--- src/rtl/cbus_rr_arbiter_if.sv ---
`timescale 1ns/1ps
// Bus bundle around the cbus arbiter: N upstream request/response pairs, one
// downstream pair, and the debug grant status.
interface cbus_rr_arbiter_if #(
  parameter int NUM_INPUTS = 2
);
  localparam int IDX_W = (NUM_INPUTS > 1) ? $clog2(NUM_INPUTS) : 1;

  typedef struct packed {
    logic        valid;
    logic        isWrite;
    logic [3:0]  len;
    logic [3:0]  strobe;
    logic [31:0] addr;
    logic [31:0] wdata;
  } cbus_req_t;

  typedef struct packed {
    logic        ready;
    logic        last;
    logic [31:0] rdata;
  } cbus_resp_t;

  cbus_req_t              ireqs  [NUM_INPUTS];
  cbus_resp_t             iresps [NUM_INPUTS];
  cbus_req_t              oreq;
  cbus_resp_t             oresp;
  logic                   grant_valid;
  logic [IDX_W-1:0]       grant_index;

  // slave: the arbiter's view; master: the masters plus downstream slave seen from outside
  modport slave  (input ireqs, oresp, output iresps, oreq, grant_valid, grant_index);
  modport master (output ireqs, oresp, input iresps, oreq, grant_valid, grant_index);
endinterface

--- src/rtl/cbus_rr_arbiter.sv ---
`timescale 1ns/1ps
// N-to-1 cbus arbiter: grants in the request cycle when idle, locks the grantee
// until oresp.last, and rotates priority after each completion in RR mode.
module cbus_rr_arbiter #(
  parameter int NUM_INPUTS  = 2,
  parameter bit ROUND_ROBIN = 1'b1
) (
  input  logic             clk,
  input  logic             resetn,
  cbus_rr_arbiter_if.slave bus
);
  localparam int IDX_W = (NUM_INPUTS > 1) ? $clog2(NUM_INPUTS) : 1;

  typedef enum logic {IDLE = 1'b0, BUSY = 1'b1} stateT;

  stateT            r_state;
  stateT            w_stateNext;
  logic [IDX_W-1:0] r_index;
  logic [IDX_W-1:0] w_indexNext;
  logic [IDX_W-1:0] r_rrPtr;
  logic [IDX_W-1:0] w_rrPtrNext;
  logic [IDX_W-1:0] w_candidate;
  logic [IDX_W-1:0] w_cur;
  logic             w_anyValid;
  logic             w_active;
  logic             w_complete;

  // Scan starts at rr_ptr in RR mode and at 0 in fixed mode; first valid wins.
  always_comb begin
    logic found;
    int   pos;
    found       = 1'b0;
    pos         = 0;
    w_candidate = '0;
    for (int k = 0; k < NUM_INPUTS; k++) begin
      pos = (ROUND_ROBIN ? int'(r_rrPtr) : 0) + k;
      if (pos >= NUM_INPUTS) pos = pos - NUM_INPUTS;
      if (!found && bus.ireqs[IDX_W'(pos)].valid) begin
        found       = 1'b1;
        w_candidate = IDX_W'(pos);
      end
    end
    w_anyValid = found;
  end

  assign w_cur      = (r_state == BUSY) ? r_index : w_candidate;
  assign w_active   = (r_state == BUSY) || w_anyValid;
  assign w_complete = w_active && bus.oresp.last;

  always_ff @(posedge clk) begin
    if (!resetn) begin
      r_state <= IDLE;
      r_index <= '0;
      r_rrPtr <= '0;
    end else begin
      r_state <= w_stateNext;
      r_index <= w_indexNext;
      r_rrPtr <= w_rrPtrNext;
    end
  end

  // Once locked, the grantee is forwarded even if it drops valid, until the last beat.
  always_comb begin
    w_stateNext     = r_state;
    w_indexNext     = r_index;
    w_rrPtrNext     = r_rrPtr;
    bus.oreq        = '0;
    bus.grant_valid = 1'b0;
    bus.grant_index = '0;
    for (int i = 0; i < NUM_INPUTS; i++) begin
      bus.iresps[i] = '0;
    end

    case (r_state)
      IDLE: begin
        if (w_anyValid && !bus.oresp.last) begin
          w_stateNext = BUSY;
          w_indexNext = w_cur;
        end
      end
      BUSY: begin
        if (bus.oresp.last) w_stateNext = IDLE;
      end
      default: w_stateNext = IDLE;
    endcase

    if (ROUND_ROBIN && w_complete) begin
      w_rrPtrNext = (int'(w_cur) == NUM_INPUTS - 1) ? '0 : w_cur + 1'b1;
    end

    if (resetn && w_active) begin
      bus.oreq          = bus.ireqs[w_cur];
      bus.iresps[w_cur] = bus.oresp;
      bus.grant_valid   = 1'b1;
      bus.grant_index   = w_cur;
    end
  end
endmodule

--- src/flat_wrapper.sv ---
// flat-port wrapper written by rule: the top's interface ports become plain ports
module cbus_rr_arbiter_flat 
#(
  parameter int NUM_INPUTS  = 2,
  parameter bit ROUND_ROBIN = 1'b1
)
  (clk, resetn, bus_ireqs, bus_oresp, bus_iresps, bus_oreq, bus_grant_valid, bus_grant_index);
  cbus_rr_arbiter_if #(.NUM_INPUTS(NUM_INPUTS)) bus_i ();
  input  logic clk;
  input  logic resetn;
  input wire logic [$bits(bus_i.ireqs)-1:0] bus_ireqs;
  input wire logic [$bits(bus_i.oresp)-1:0] bus_oresp;
  output wire logic [$bits(bus_i.iresps)-1:0] bus_iresps;
  output wire logic [$bits(bus_i.oreq)-1:0] bus_oreq;
  output wire logic [$bits(bus_i.grant_valid)-1:0] bus_grant_valid;
  output wire logic [$bits(bus_i.grant_index)-1:0] bus_grant_index;
  assign bus_i.ireqs = {>>{bus_ireqs}};
  assign bus_i.oresp = bus_oresp;
  assign bus_iresps = {>>{bus_i.iresps}};
  assign bus_oreq = bus_i.oreq;
  assign bus_grant_valid = bus_i.grant_valid;
  assign bus_grant_index = bus_i.grant_index;
  cbus_rr_arbiter #(.NUM_INPUTS(NUM_INPUTS), .ROUND_ROBIN(ROUND_ROBIN)) u_core (.clk(clk), .resetn(resetn), .bus(bus_i));
endmodule
--- config.mk ---
export PLATFORM = sky130hd
export DESIGN_NAME = cbus_rr_arbiter_flat
export DESIGN_NICKNAME = d
export VERILOG_FILES = /design/src/rtl/cbus_rr_arbiter_if.sv /design/src/rtl/cbus_rr_arbiter.sv /design/src/flat_wrapper.sv
export SDC_FILE = /design/constraint.sdc
export NUM_CORES = 1
export LEC_CHECK = 0
export CORE_AREA = 3 3 125 127
export CTS_CLUSTER_SIZE = 20
export DETAILED_ROUTE_END_ITERATION = 16
export DIE_AREA = 0 0 128 130
export HOLD_SLACK_MARGIN = 0.15
export PLACE_DENSITY = 0.64
export RECOVER_POWER = 100
export SLEW_MARGIN = 20
export SYNTH_ARGS = -nofsm -noshare
export SYNTH_HDL_FRONTEND = slang
export SYNTH_SLANG_ARGS = --single-unit
--- constraint.sdc ---
create_clock -name clk -period 2.8 [get_ports clk]
set_input_delay 0.84 -clock clk [delete_from_list [all_inputs] [get_ports clk]]
set_output_delay 0.84 -clock clk [all_outputs]
set_load 0.01 [all_outputs]
==> Yosys cells after proc, flatten, opt, wreduce, memory -nomap -nowiden <==
Cells that the tools add are included.
{ "totals": {"regBits": 3, "latch_bits": 0, "ramBits": 0, "romBits": 0, "out_inout_bits": 144, "word_cells": 51, "memories": 0} }
{ "classes": {"n_addsub": 4, "multipliers": 0, "div_mod_pow": 0, "order_cmp": 6, "eq_ne": 0, "shifts": 0, "muxes": 24, "n_bitwise": 5, "n_reduce_logical": 9} }
{ "op_table": {"columns": ["cell", "count"], "rows": [
  ["$mux 74", 8],
  ["$and 68x68->68", 1],
  ["$mux 68", 1],
  ["$demux 34 s1", 1],
  ["$mux 34", 1],
  ["$mux 1", 12],
  ["$ge 1x2->1 const B", 3],
  ["$logic_and 1x1->1", 5],
  ["$ge 2x2->1 const B", 2],
  ["$not 1->1", 3],
  ["$add 1x1->2 const B", 1],
  ["$logic_not 1->1", 2],
  ["$lt 2x1->1 const B", 1],
  ["$not 1->2", 1],
  ["$pmux 1 s2", 1],
  ["$reduce_and 2->1", 1],
  ["$sub 1x1->1 const B", 2],
  ["$add 1x1->1 const B", 1],
  ["$logic_or 1x1->1", 1]
]} }

==> Logic depth before layout (Yosys ltp) <==
Gate-level depths: netlist of the first run.
{ "depth": {"word_depth": 18, "depth_mapped": 6} }

==> Worst setup path before layout of the first run <==
OpenSTA, ideal clock, no wires.
{ "synth_path": {"path_kind": "in2out", "startpoint": "input port bus_ireqs[147]", "endpoint": "output port bus_oreq[13]", "arrival_ns": 1.593, "slack_ns": 0.367, "path_stages": 5, "path_buffers": 2, "cell_sequence": "and3b_1 -> buf_6 -> buf_12 -> o21ai_2 -> a21oi_2"} }
{ "synth_between": {"elab_chain_len": 12} }
{ "synth_rtl": {"columns": ["element", "line", "source"], "rows": [
  ["from (decl)", "flat_wrapper.sv:11", "input wire logic [$bits(bus_i.ireqs)-1:0] bus_ireqs;"],
  ["$mux 74 (implied by the code) (2 in a row)", "cbus_rr_arbiter.sv:38", "if (!found && bus.ireqs[IDX_W'(pos)].valid) begin"],
  ["$mux 1", "cbus_rr_arbiter.sv:38", null],
  ["$logic_not 1->1", "cbus_rr_arbiter.sv:38", null],
  ["$logic_and 1x1->1", "cbus_rr_arbiter.sv:38", null],
  ["$mux 1", "cbus_rr_arbiter.sv:38", null],
  ["$mux 1", "cbus_rr_arbiter.sv:46", "assign w_cur = (r_state == BUSY) ? r_index : w_candidate;"],
  ["$not 1->2 (implied by the code)", "cbus_rr_arbiter.sv:92", "bus.oreq = bus.ireqs[w_cur];"],
  ["$mux 74 (implied by the code) (3 in a row)", "cbus_rr_arbiter.sv:92", null],
  ["$mux 74 (*)", "cbus_rr_arbiter.sv:91", "if (resetn && w_active) begin"],
  ["to (decl)", "flat_wrapper.sv:14", "output wire logic [$bits(bus_i.oreq)-1:0] bus_oreq;"]
]} }
Mark *: on every way between the ends. The rest lies on a longest branch, timed or not. The select of a mux whose other input is x is not followed.

==> Worst setup path in the final report of the first run <==
{ "layout_path": {"startpoint": "input port bus_ireqs[147]", "endpoint": "output port bus_oreq[38]"} }
Same word-level chain as after synthesis.

==> results of run 1 <==
power breakdown:
group          internal [W]  leakage, nW  total [W]  switching, W
Combinational      0.000462         2.48   0.000807      0.000346
Sequential        0.0000453       0.0246  0.0000472    0.00000195
Clock              0.000188       0.0382   0.000232     0.0000441
cell families after synthesis:
| logic type | share of synthesized area [%] |
|---|---|
| AO/OA/AOI/OAI | 48.4 |
| buffers and inverters | 15.2 |
| flip-flops | 2.38 |
| multiplexers | 0.397 |
| AND/OR/NAND/NOR | 33.6 |
stage by stage:
stage / setup WS, ns / std cells / hold WS (ns)
after global placement: -0.746 / 894 / 0.622
after detailed placement: -0.791 / 894 / 0.637
after floorplan: 0.367 / 397 / 0.490
after global routing: -0.0471 / 923 / 0.675
final: -0.0121 / 923 / 0.648
after CTS: -0.0586 / 920 / 0.648
layout make-up:
type	count	area, µm²	area share (%)
repair buffers	388	3460	58.0
well taps	184	230	3.86
inverters	1	3.75	0.0629
clock buffers	4	78.8	1.32
multi-input cells	343	2140	35.8
flip-flops and latches	3	60.1	1.01
path summary, 6_finish.rpt:
| path | slack [ns] | cells after the start | to | startpoint |
|---|---|---|---|---|
| worst max-delay path | -0.01 | 7 | bus_oreq[38] | bus_ireqs[147] |
| worst min-delay path | 0.65 | 3 | u_core.r_index | u_core.r_index |
| worst max register to register | 1.56 | 6 | u_core.r_state | u_core.r_state |
| worst min register to register | 0.65 | 3 | u_core.r_index | u_core.r_index |
repair_timing:
item	4_1_cts	5_1_grt
gates cloned	7	4
gates resized for setup	517	75
buffers inserted	15	1
pin swaps	7	4
hold endpoints to repair	0	0
hold buffers	0	0
setup endpoints to repair	144	91
sequential cells by signal (all words and copies together), names as in the netlist:
name and cells:
u_core.r_rrPtr 1, u_core.r_index 1, u_core.r_state 1
tightest hold or removal path, stage by stage (launching register included):
cell and delay, ns:
sky130_fd_sc_hd__dfxtp_1 0.32, sky130_fd_sc_hd__buf_4 0.13, sky130_fd_sc_hd__mux2i_1 0.06, sky130_fd_sc_hd__nor2b_1 0.09
layout by cell type (no fill, tap or decap), drive strengths merged, types with 3 or more instances in the layout:
master | synthesis | routed
clkdlybuf4s50 | 0 | 180
buf | 47 | 121
o21ai | 76 | 76
clkbuf | 3 | 76
a21oi | 74 | 74
nand3 | 73 | 73
nor2 | 72 | 72
nand2 | 37 | 37
clkdlybuf4s15 | 0 | 10
dlygate4sd2 | 0 | 3
dfxtp | 3 | 3
per-layer routing:
metal / global-route usage, % / part of all wire, % / up-vias
met1: 20.6 / 39 / 2038
li1: - / - / 2086
met4: 3.62 / 1.5 / 0
met5: 0 / 0 / -
met2: 32.0 / 51 / 235
met3: 3.27 / 8.5 / 24
==> PnR_summary.wiki, run 1 <==
{| class="wikitable"
! Metric !! Value
|-
| Final net count || 924
|-
| Final Cycle Share || 100%
|-
| Run status || finished, violations left
|-
| Worst path max stage delay || 0.28 ns
|-
| Design Area, Final || 5970 µm²
|-
| Final design utilization || between 40% and 50%
|-
| Synth async-reset ratio || 0%
|-
| Buffers added on ports || 327
|-
| Die area || approximately 17000 µm²
|-
| Number of buffers created by CTS || 3
|-
| Antenna diode count || 0
|-
| Most common cell in the netlist || sky130_fd_sc_hd__nand3_1
|-
| Highest Clock Rate || 356 MHz
|-
| Biggest area consumer among synthesized cells || sky130_fd_sc_hd__o21ai_2
|-
| Number of nets with antenna violations after detailed routing || 0
|-
| Area share of the largest cell type after synthesis || a little over a fifth
|-
| Final RePlAce weighted congestion || 0.774
|-
| Mean Syn Cell Area || ~6.4 µm²
|-
| Placed Instance Area || approximately 6000 µm²
|-
| All-layer global routing usage || 17.2%
|-
| Power density normalized to cell area || roughly 180 nW/µm²
|-
| Maximum number of pins on one net before global-route repair || 39
|-
| Global-route wire length before repair || 23400 µm
|-
| # clock sinks || 3
|-
| Category of the worst setup path capture point || output port
|-
| Total negative setup slack || -0.0121 ns
|-
| Number of global-route vias before repair || about 4400
|-
| Synthesized cell area || 2520 µm²
|-
| Synth cell types || 25
|-
| Max IR drop VDD || 143 µV
|-
| Final routed wirelength across all metal layers || 16100 µm
|-
| Post-layout minimum cycle time || 2.81 ns
|-
| Unrepaired setup endpoints after global routing || true
|-
| Level count of the clock H-tree || 1
|-
| Post-synth top cells || sky130_fd_sc_hd__nand3_1, sky130_fd_sc_hd__nor2_1, sky130_fd_sc_hd__o21ai_2, sky130_fd_sc_hd__a21oi_2, sky130_fd_sc_hd__nand2_1
|-
| Vertical die dimension || ~130 µm
|-
| Starting density of the core || around 17%
|-
| Highest net fanout along the worst path || 10
|-
| Gate Count Post-Synth || 397
|-
| DIE WIDTH || around 130 µm
|-
| Top Family by Delay on Critical Path || buffers and inverters
|-
| Worst Max-Slew Pin Slew || 0.276 ns
|-
| Arrival @ worst endpoint || between 1.5 and 2 ns
|-
| Cell types with the largest area share after synthesis || sky130_fd_sc_hd__o21ai_2, sky130_fd_sc_hd__a21oi_2, sky130_fd_sc_hd__nand3_1, sky130_fd_sc_hd__nor2_1, sky130_fd_sc_hd__buf_2
|-
| Layout Area Growth over Synthesis || 137%
|-
| Maximum root-to-sink buffer count || 2
|-
| Share of the yosys chip area belonging to registers || 2.38%
|-
| Hold violation total from the final report || 0
|-
| Clock skew || about 0.0022 ns
|-
| Number of search-and-repair iterations in the first detailed-routing pass || 4
|-
| Required @ worst endpoint || about 2.0 ns
|-
| Critical Path Source Type || input port
|-
| DR vias || 4383
|-
| Net count after synthesis || just under 600
|-
| Final setup violation count || 1
|-
| Overall power || 0.00109 W
|-
| Final Worst Setup Slack || -0.0121 ns
|-
| Insertion delay to the later sink of the worst-skew pair || 0.23 ns
|-
| Filler cells || about 1600
|-
| Synth warn || 0
|-
| 1st-iter DRT viols || ~110
|-
| Post-DP HPWL || about 12000 µm
|-
| Max capacitance violation total || 0
|-
| Fraction of final layout cells sized beyond drive strength 1 || between 40% and 50%
|-
| Top FF cell, synth || sky130_fd_sc_hd__dfxtp_1
|-
| Average vias per placed instance || about 4.7
|-
| Worst-case headroom to the max-slew limit || 81.6%
|-
| Clk pin slew, worst setup/hold paths || about 0.030 ns
|-
| Max-slew violation count || 0
|-
| Slowest-stage cell, CP || sky130_fd_sc_hd__dlygate4sd2_1
|-
| CTS Root Buffer Type || sky130_fd_sc_hd__clkbuf_16
|-
| I/O pin count || around 330
|-
| Rows || 44
|-
| Wire per inst || approximately 17 µm
|-
| TritonCTS clock tree || built
|-
| Cell-by-cell trace of the critical path || buf_8, and3b_4, buf_4, buf_12, o21ai_2, a21oi_2, dlygate4sd2_1
|-
| Failing checks || setup timing
|-
| Leakage || approximately 2.5 nW
|-
| Post-synthesis register bit count || 3
|-
| Worst path buffer plus inverter count || 4
|-
| Worst min path class || reg -> reg
|-
| Antenna violations before repair || 0
|-
| Setup CP Type || in -> out
|-
| Number of flops mapped to enable cells by yosys || 0
|-
| # DRC || 0
|-
| Floorplan core area || ~15000 µm²
|-
| Remaining global-route overflow || 0
|}
(Power assumes the default switching activity.)
==> run 2, diff against run 1 <==
- RECOVER_POWER: 100 -> unset
==> run 2 against run 1 <==
  * The run still ends with setup timing left
  * First-iteration DRC count up 9.4%
  * Register-to-register slack worse by 0.03 ns
  * Critical path type unchanged
  * Hold slack better by 0.00083 ns
  * Cell count unchanged
  * Critical endpoint unchanged
  * Largest cell class unchanged
==> PnR_summary.wiki, run 2 (synthesis gave the netlist of run 1 again) <==
{| class="wikitable"
! Metric !! Value
|-
| DR vias || 4356
|-
| Starting density of the core || around 17%
|-
| Highest Clock Rate || ~360 MHz
|-
| Combined flip-flop and latch cell area || 60.1 µm²
|-
| # DRC || 0
|-
| # clock sinks || 3
|-
| Proportion of power drawn by combinational gates || approximately three quarters
|-
| Slowest-stage cell, CP || sky130_fd_sc_hd__dlygate4sd2_1
|-
| Failing checks || setup timing
|-
| Clk network pwr share || 20.8%
|-
| Final net count || approximately 900
|-
| Level count of the clock H-tree || 1
|-
| Arrival @ worst endpoint || slightly below 2 ns
|-
| Fraction of power spent switching nets || between 30% and 40%
|-
| Floorplan core area || 14500 µm²
|-
| Category of the worst setup path capture point || output port
|-
| Run status || finished, violations left
|-
| Worst path max stage delay || 0.28 ns
|-
| Final Worst Setup Slack || -0.0115 ns
|-
| Clk pin slew, worst setup/hold paths || around 0.03 ns
|-
| Worst-case headroom to the max-slew limit || slightly above 80%
|-
| Filler cells || 1533
|-
| Power density normalized to cell area || about 180 nW/µm²
|-
| Footprint of the multi-input gates || 2170 µm²
|-
| Most used cells in the layout excluding fill and tap cells || sky130_fd_sc_hd__clkdlybuf4s50_1, sky130_fd_sc_hd__buf_2, sky130_fd_sc_hd__nand3_1
|-
| Final setup violation count || 1
|-
| Maximum root-to-sink buffer count || 2
|-
| Required @ worst endpoint || slightly below 2 ns
|-
| Setup CP Type || in -> out
|-
| Final Cycle Share || 100%
|-
| Worst min path class || reg -> reg
|-
| Max capacitance violation total || 0
|-
| Top Family by Delay on Critical Path || buffers and inverters
|-
| Average vias per placed instance || 4.72
|-
| Hold buffer count at cts || 0
|-
| Wire per inst || between 15 and 20 µm
|-
| Overall power || around 0.0011 W
|-
| DIE WIDTH || roughly 130 µm
|-
| Hold violation total from the final report || 0
|-
| Insertion delay to the later sink of the worst-skew pair || 0.23 ns
|-
| Max-slew violation count || 0
|-
| Antenna violations before repair || 0
|-
| Die area || ~17000 µm²
|-
| Post-layout minimum cycle time || between 2 and 3 ns
|-
| Max IR drop VDD || roughly 140 µV
|-
| Final RePlAce weighted congestion || just under 0.8
|-
| 1st-iter DRT viols || about 120
|-
| Leading cell type in the layout, fill and taps excluded || sky130_fd_sc_hd__clkdlybuf4s50_1
|-
| Remaining global-route overflow || 0
|-
| Vertical die dimension || about 130 µm
|-
| Worst setup slack after placement || -0.791 ns
|-
| Cell count after placement || 894
|-
| Highest net fanout along the worst path || 10
|-
| All-layer global routing usage || approximately 17%
|-
| Worst path buffer plus inverter count || 4
|-
| Layout Area Growth over Synthesis || 144%
|-
| Fraction of final layout cells sized beyond drive strength 1 || 46.5%
|-
| Number of buffers created by CTS || 3
|-
| Maximum number of pins on one net before global-route repair || 39
|-
| Buffers added on ports || roughly 330
|-
| Leakage || between 2 and 3 nW
|-
| Antenna diode count || 0
|-
| Global-route wire length before repair || 23400 µm
|-
| Total negative setup slack || -0.0115 ns
|-
| Number of search-and-repair iterations in the first detailed-routing pass || 6
|-
| TritonCTS clock tree || built
|-
| CTS Root Buffer Type || sky130_fd_sc_hd__clkbuf_16
|-
| Sequential power share || 4.2%
|-
| Critical Path Source Type || input port
|-
| Worst Max-Slew Pin Slew || 0.272 ns
|-
| Post-DP HPWL || approximately 12000 µm
|-
| Leading registers by flop count || u_core.r_index: 1 flops, u_core.r_rrPtr: 1 flops, u_core.r_state: 1 flops
|-
| Post-layout instance count excluding filler cells || around 920
|-
| Number of nets with antenna violations after detailed routing || 0
|-
| Number of global-route vias before repair || about 4400
|-
| Internal Power || 0.000721 W
|-
| Rows || between 40 and 50
|-
| Hold Slack || ~0.65 ns
|-
| Final routed wirelength across all metal layers || between 15000 and 20000 µm
|-
| I/O pin count || ~330
|-
| Clock skew || 0.00193 ns
|-
| Unrepaired setup endpoints after global routing || true
|-
| Net Switching || 0.000398 W
|-
| Cell-by-cell trace of the critical path || buf_8, and3b_4, buf_4, buf_12, o21ai_2, a21oi_2, dlygate4sd2_1
|}
run 2: repair_timing:
action / 4_1_cts / 5_1_grt
cloned: 7 / 4
endpoints found under the hold margin: 0 / 0
pin swaps: 7 / 4
endpoints found under the setup margin: 144 / 91
setup buffers: 15 / 1
resized for setup: 517 / 75
run 2: power by group through the flow:
stage / registers, W / clock network, W / logic, W
after floorplan: 0.0000474 / 0 / 0.000302
after global placement: 0.0000477 / 0 / 0.000803
after detailed placement: 0.0000477 / 0 / 0.000812
after CTS: 0.0000472 / 0.000236 / 0.000835
after global routing: 0.0000474 / 0.000239 / 0.000897
final: 0.0000473 / 0.000232 / 0.000839
run 2: worst reg2reg max path: cells and delay by family (launching register included):
kind	cells	cell delay, ns
DFF	1	0.33
AOI/OAI and AO/OA	1	0.22
buffers and inverters	4	0.57
and+or+nand+nor	1	0.04
run 2: stage by stage:
stage / utilization (%) / cell area (µm²)
floorplan: - / 2520
global placement: 42.2 / 6130
detailed placement: 42.2 / 6130
CTS: 43.7 / 6350
global route: 42.3 / 6150
finish: 42.3 / 6150
run 2: metal layers:
metal	routed length, µm	part of all wire [%]	track usage, %
met1	6430	40	20.6
met2	8190	51	32.0
met3	1300	8.0	3.27
met4	223	1.4	3.62
met5	0	0	0
run 2: final cells by class:
type                    instances  share of cell area, %
clock buffers                   4                   1.28
inverters                       1                  0.142
multi-input cells             343                   35.2
flip-flops and latches          3                  0.977
well taps                     184                   3.74
repair buffers                388                   58.6
run 2: path summary, 6_finish.rpt:
kind | startpoint | cells past startpoint | end | slack, ns
worst max-delay path | bus_ireqs[147] | 7 | bus_oreq[38] | -0.01
worst max register to register | u_core.r_state | 6 | u_core.r_state | 1.53
worst min register to register | u_core.r_index | 3 | u_core.r_index | 0.65
worst min-delay path | u_core.r_index | 3 | u_core.r_index | 0.65
